## config.mk

```make
export PLATFORM = sky130hd
export DESIGN_NAME = branch_predictor_flat
export DESIGN_NICKNAME = d
export VERILOG_FILES = /design/src/rtl/bp_pkg.sv /design/src/rtl/branch_predictor_if.sv /design/src/rtl/bp_counter_table.sv /design/src/rtl/branch_predictor.sv /design/src/flat_wrapper.sv
export SDC_FILE = /design/constraint.sdc
export NUM_CORES = 1
export LEC_CHECK = 0
export CAP_MARGIN = 20
export CORE_AREA = 2 2 143 145
export DETAILED_ROUTE_END_ITERATION = 8
export DIE_AREA = 0 0 145 147
export PLACE_DENSITY = 0.57
export SLEW_MARGIN = 15
export SYNTH_ARGS = -nofsm -noshare
export SYNTH_HDL_FRONTEND = slang
export SYNTH_SLANG_ARGS = --single-unit
export TNS_END_PERCENT = 30
```

## constraint.sdc

```tcl
create_clock -name clk -period 3 [get_ports clk]
set_clock_uncertainty 0.15 [all_clocks]
set_input_delay 0.3 -clock clk [delete_from_list [all_inputs] [get_ports clk]]
set_output_delay 0.3 -clock clk [all_outputs]
set_load 0.01 [all_outputs]
```

## src/rtl/bp_pkg.sv

```systemverilog
// Shared types and constants for the branch predictor.
// Counter state encodings, reset value and the EX slot bundle.
package bp_pkg;

   localparam logic [1:0] SNT = 2'd0;
   localparam logic [1:0] WNT = 2'd1;
   localparam logic [1:0] WT  = 2'd2;
   localparam logic [1:0] ST  = 2'd3;

   localparam logic [1:0] CTR_RST = WNT;

   // Widest table index the slot can carry.
   localparam int IDX_W_MAX = 8;

   typedef struct packed {
      logic                 valid;
      logic                 pred;
      logic [IDX_W_MAX-1:0] idx;
      logic [31:0]          target;
      logic [31:0]          pc4;
   } bp_ex_slot_t;

endpackage

```

## src/rtl/branch_predictor_if.sv

```systemverilog
// Pipeline-facing bundle of the branch predictor.
// master: pipeline (drives ID/EX info), slave: predictor.
interface branch_predictor_if #(
   parameter int CNT_W = 16
);
   logic             stall;
   logic             id_branch;
   logic [31:0]      id_pc;
   logic [31:0]      id_pc_imm;
   logic             ex_taken;
   logic             branch_o;
   logic             miss_o;
   logic [31:0]      recover_pc_o;
   logic [CNT_W-1:0] br_cnt_o;
   logic [CNT_W-1:0] miss_cnt_o;

   modport master (
      output stall, id_branch, id_pc, id_pc_imm, ex_taken,
      input  branch_o, miss_o, recover_pc_o,
      input  br_cnt_o, miss_cnt_o
   );

   modport slave (
      input  stall, id_branch, id_pc, id_pc_imm, ex_taken,
      output branch_o, miss_o, recover_pc_o,
      output br_cnt_o, miss_cnt_o
   );
endinterface

```

## src/rtl/bp_counter_table.sv

```systemverilog
// Table of 2-bit saturating counters, async read, sync write.
// Ports: clk, rst, rd_idx_i/rd_ctr_o, we_i/wr_idx_i/taken_i.
module bp_counter_table
   import bp_pkg::*;
#(
   parameter int IDX_W = 4
) (
   input  logic             clk,
   input  logic             rst,
   input  logic [IDX_W-1:0] rd_idx_i,
   output logic [1:0]       rd_ctr_o,
   input  logic             we_i,
   input  logic [IDX_W-1:0] wr_idx_i,
   input  logic             taken_i
);
   localparam int N = 2 ** IDX_W;

   logic [1:0] ctr_q [N];
   logic [1:0] cur;
   logic [1:0] ctr_d;

   // Read returns the pre-update value on a same-entry write.
   assign rd_ctr_o = ctr_q[rd_idx_i];
   assign cur      = ctr_q[wr_idx_i];

   always_comb begin
      ctr_d = cur;
      if (taken_i) begin
         if (cur != ST) ctr_d = cur + 2'd1;
      end else begin
         if (cur != SNT) ctr_d = cur - 2'd1;
      end
   end

   always_ff @(posedge clk) begin
      if (rst) begin
         for (int i = 0; i < N; i++) ctr_q[i] <= CTR_RST;
      end else if (we_i) begin
         ctr_q[wr_idx_i] <= ctr_d;
      end
   end
endmodule

```

## src/rtl/branch_predictor.sv

```systemverilog
// Branch predictor: ID lookup, EX slot, resolve, statistics.
// Ports: clk, rst, bp (slave modport of branch_predictor_if).
module branch_predictor
   import bp_pkg::*;
#(
   parameter int IDX_W = 4,
   parameter int CNT_W = 16
) (
   input  logic               clk,
   input  logic               rst,
   branch_predictor_if.slave  bp
);
   bp_ex_slot_t      slot_q, slot_d;
   logic [CNT_W-1:0] br_cnt_q, br_cnt_d;
   logic [CNT_W-1:0] miss_cnt_q, miss_cnt_d;
   logic [1:0]       rd_ctr;
   logic             miss;
   logic             resolve;

   bp_counter_table #(
      .IDX_W (IDX_W)
   ) u_tbl (
      .clk      (clk),
      .rst      (rst),
      .rd_idx_i (bp.id_pc[IDX_W+1:2]),
      .rd_ctr_o (rd_ctr),
      .we_i     (resolve),
      .wr_idx_i (slot_q.idx[IDX_W-1:0]),
      .taken_i  (bp.ex_taken)
   );

   // An in-flight branch is dropped while reset is asserted.
   assign miss    = slot_q.valid & ~rst & (slot_q.pred != bp.ex_taken);
   assign resolve = slot_q.valid & ~rst & ~bp.stall;

   assign bp.miss_o       = miss;
   assign bp.branch_o     = bp.id_branch & ~miss & ~rst & rd_ctr[1];
   assign bp.recover_pc_o = !miss        ? 32'h0 :
                            bp.ex_taken  ? slot_q.target : slot_q.pc4;
   assign bp.br_cnt_o     = br_cnt_q;
   assign bp.miss_cnt_o   = miss_cnt_q;

   always_comb begin
      slot_d        = slot_q;
      br_cnt_d      = br_cnt_q;
      miss_cnt_d    = miss_cnt_q;
      if (!bp.stall) begin
         slot_d.valid  = bp.id_branch & ~miss;
         slot_d.pred   = rd_ctr[1];
         slot_d.idx    = IDX_W_MAX'(bp.id_pc[IDX_W+1:2]);
         slot_d.target = bp.id_pc_imm;
         slot_d.pc4    = bp.id_pc + 32'd4;
      end
      if (resolve) begin
         br_cnt_d = br_cnt_q + CNT_W'(1);
         if (miss) miss_cnt_d = miss_cnt_q + CNT_W'(1);
      end
   end

   always_ff @(posedge clk) begin
      if (rst) begin
         slot_q     <= '0;
         br_cnt_q   <= '0;
         miss_cnt_q <= '0;
      end else begin
         slot_q     <= slot_d;
         br_cnt_q   <= br_cnt_d;
         miss_cnt_q <= miss_cnt_d;
      end
   end
endmodule

```

## src/flat_wrapper.sv

```systemverilog
// flat-port wrapper written by rule: the top's interface ports become plain ports
module branch_predictor_flat import bp_pkg::*;
#(
   parameter int IDX_W = 4,
   parameter int CNT_W = 16
)
  (clk, rst, bp_stall, bp_id_branch, bp_id_pc, bp_id_pc_imm, bp_ex_taken, bp_branch_o, bp_miss_o, bp_recover_pc_o, bp_br_cnt_o, bp_miss_cnt_o);
  branch_predictor_if #(.CNT_W(CNT_W)) bp_i ();
  input  logic clk;
  input  logic rst;
  input wire logic [$bits(bp_i.stall)-1:0] bp_stall;
  input wire logic [$bits(bp_i.id_branch)-1:0] bp_id_branch;
  input wire logic [$bits(bp_i.id_pc)-1:0] bp_id_pc;
  input wire logic [$bits(bp_i.id_pc_imm)-1:0] bp_id_pc_imm;
  input wire logic [$bits(bp_i.ex_taken)-1:0] bp_ex_taken;
  output wire logic [$bits(bp_i.branch_o)-1:0] bp_branch_o;
  output wire logic [$bits(bp_i.miss_o)-1:0] bp_miss_o;
  output wire logic [$bits(bp_i.recover_pc_o)-1:0] bp_recover_pc_o;
  output wire logic [$bits(bp_i.br_cnt_o)-1:0] bp_br_cnt_o;
  output wire logic [$bits(bp_i.miss_cnt_o)-1:0] bp_miss_cnt_o;
  assign bp_i.stall = bp_stall;
  assign bp_i.id_branch = bp_id_branch;
  assign bp_i.id_pc = bp_id_pc;
  assign bp_i.id_pc_imm = bp_id_pc_imm;
  assign bp_i.ex_taken = bp_ex_taken;
  assign bp_branch_o = bp_i.branch_o;
  assign bp_miss_o = bp_i.miss_o;
  assign bp_recover_pc_o = bp_i.recover_pc_o;
  assign bp_br_cnt_o = bp_i.br_cnt_o;
  assign bp_miss_cnt_o = bp_i.miss_cnt_o;
  branch_predictor #(.IDX_W(IDX_W), .CNT_W(CNT_W)) u_core (.clk(clk), .rst(rst), .bp(bp_i));
endmodule
```

==> run metrics <==
io pins 135; placed instance area around 8400 µm²; setup-violating endpoint count in the final report 0; Syn Nets 787; Tcrit/Tclk final 92.8%; Initial Utilization between 30% and 40%; WL per Instance roughly 15 µm; Syn. warnings 0; Diodes inserted 0; Mapped Area 6780 µm²; antenna-violating nets left 0; max-cap viol count 0; count leader, synth nor2_1; First-pass DRT Iterations 4; Core Util, Final 45.0%; register bit total from synthesis 138; ys flop type dfxtp_1; CTS tree built; design area 8940 µm²; Max IR drop VDD 362 µV; core area 19800 µm²; Detailed Route Iter0 Violations 308; CTS Buf Count 17; Max Freq 359 MHz; P_leak 3.20 nW; Max Root-Sink Buffers 2; dpl cells approximately 1100; total wire length between 15 and 20 mm; Power per Cell Area 507 nW/µm²; critical path class register to output port; Die ar. 21300 µm²; Rows 52; pin count of the biggest net entering global routing 61; Final min period between 2 and 3 ns; HP Class primary input to register; Startpoint Class register; Total GRT Usage about 17%; top post-synthesis cells by area dfxtp_1, edfxtp_1, mux2i_1, nor2_1, mux4_2; Mean Syn Cell Area 9.48 µm²; dpl ws -0.174 ns; CTS root buf clkbuf_16; Final nets roughly 900; clk_lat worst skew between 0.4 and 0.5 ns; Yosys top cell area share a little under a third; largest area contributor in the netlist dfxtp_1; Post-synth ARST share 0%; register area share after synthesis a little under half; Area growth, synth to finish 31.9%; worst-path fanout max 2; DP HPWL 12.1 mm; initial antenna violation count 0; CTS sink cnt roughly 140; share of cells above drive strength 1 8.93%; DRC Markers 0; Worst Path Arrival 2.33 ns; worst slew pin tran 0.868 ns; buffers added on ports approximately 130; crit end category output port; htree depth 4; vias per cell 4.81; most common library cells after synthesis nor2_1, dfxtp_1, mux2i_1; Die Wd 145 µm; status finished, final reports clean; Final Max Slew Viols 0; clock slew at reported path FFs 0.06 ns; first-pass GRT wire length 28.1 mm; Slew HR 42.1%; synthesized instance count 715; Placer Congestion 0.785; CP required 2.55 ns; vias in the first global route 5272; Die Y 147 µm; Final WS setup 0.217 ns; detailed-route via count 5387; final non-filler cell total around 1100; count of flip-flops with a built-in enable after synthesis 32; total global routing overflow 0; Post-CTS Setup Repair Bufs 0; synth unique cells 49; Final Hold Fails 0; RSZ-0062 raised after global routing no
## worst max-delay path, cell delays in order, from the launching register on
cell,delay [ns]
edfxtp_1,0.43
mux4_2,0.46
mux4_2,0.50
and4b_1,0.21
dlygate4sd2_1,0.31
## layer usage
layer	vias to the layer above	track usage (%)	share of wire (%)
li1	2758	-	-
met1	2498	22.5	47
met2	115	26.6	47
met3	16	3.79	5.2
met4	0	4.65	0.94
met5	-	0	0
## registers in the layout, indices dropped and copies added, names as in the netlist, named ones only
register	cells
u_core.bp.br_cnt_o	16
u_core.u_tbl.ctr_q	32
u_core.slot_q	70
u_core.bp.miss_cnt_o	16
## power breakdown
group          switching, W  internal, W
clock              0.000759      0.00129
sequential        0.0000539      0.00197
combinational      0.000227     0.000233
## cell usage in the layout (no fill, tap or decap), types with 5 or more instances in the layout
cell | netlist | layout
xnor2_1 | 32 | 32
mux4_2 | 13 | 13
nand3_1 | 29 | 29
nor2_1 | 136 | 136
and3_1 | 7 | 7
nand2b_1 | 12 | 12
nor4_1 | 9 | 9
nor2b_1 | 8 | 8
or3_1 | 8 | 8
or2_2 | 8 | 8
clkdlybuf4s50_1 | 0 | 129
nor3_1 | 18 | 18
nand2_1 | 53 | 53
and4_1 | 8 | 8
mux2i_1 | 75 | 75
a21oi_1 | 21 | 21
buf_4 | 2 | 16
xor2_1 | 18 | 18
nand4_1 | 19 | 19
edfxtp_1 | 32 | 32
a211oi_1 | 13 | 13
clkbuf_1 | 25 | 5
inv_1 | 8 | 8
o21ai_0 | 9 | 9
clkbuf_16 | 0 | 17
dfxtp_1 | 106 | 106
## final timing paths
kind         slack (ns)                 startpoint                  endpoint  cells past startpoint
min reg2reg        0.32           u_core.slot_q[4]          u_core.slot_q[4]                      2
max reg2reg        0.40                   register  u_core.u_tbl.ctr_q[0][1]                      5
max                0.22  u_core.u_tbl.ctr_q[11][1]               bp_branch_o                      4
min                0.16                   bp_stall   u_core.bp.miss_cnt_o[1]                      4
## cells by family (layout without fill, tap and decap cells)
family | count (synthesis) | in the layout | share of synthesized area [%]
AND/OR/NAND/NOR | 332 | 332 | 23.9
AO/OA/AOI/OAI | 48 | 48 | 4.30
buffers and inverters | 54 | 190 | 3.56
adder cells (fa/ha/maj) | 5 | 5 | 0.868
multiplexers | 88 | 88 | 15.4
flip-flops | 138 | 138 | 45.5
XOR/XNOR | 50 | 50 | 6.46
## repair_timing
item	4_1_cts	5_1_grt
gates resized for setup	2	0
hold buffers	0	0
setup endpoints to repair	1	0
## per-stage QoR
step / hold WS, ns / setup TNS (ns) / power, W
floorplan: 0.290 / 0 / 0.00233
global placement: 0.308 / -0.164 / 0.00253
detailed placement: 0.314 / -0.226 / 0.00253
CTS: 0.134 / 0 / 0.00459
global route: 0.152 / 0 / 0.00473
finish: 0.156 / 0 / 0.00453
## area by class of cell
| type | instances | area, µm² |
|---|---|---|
| clock inverters | 7 | 91.3 |
| fillers | 1916 | 10900 |
| inverters | 9 | 33.8 |
| clock buffers | 25 | 485 |
| flip-flops and latches | 138 | 3080 |
| well taps | 270 | 338 |
| multi-input cells | 523 | 3450 |
| repair buffers | 149 | 1450 |
No activity file was read; power rests on OpenSTA's default activity.
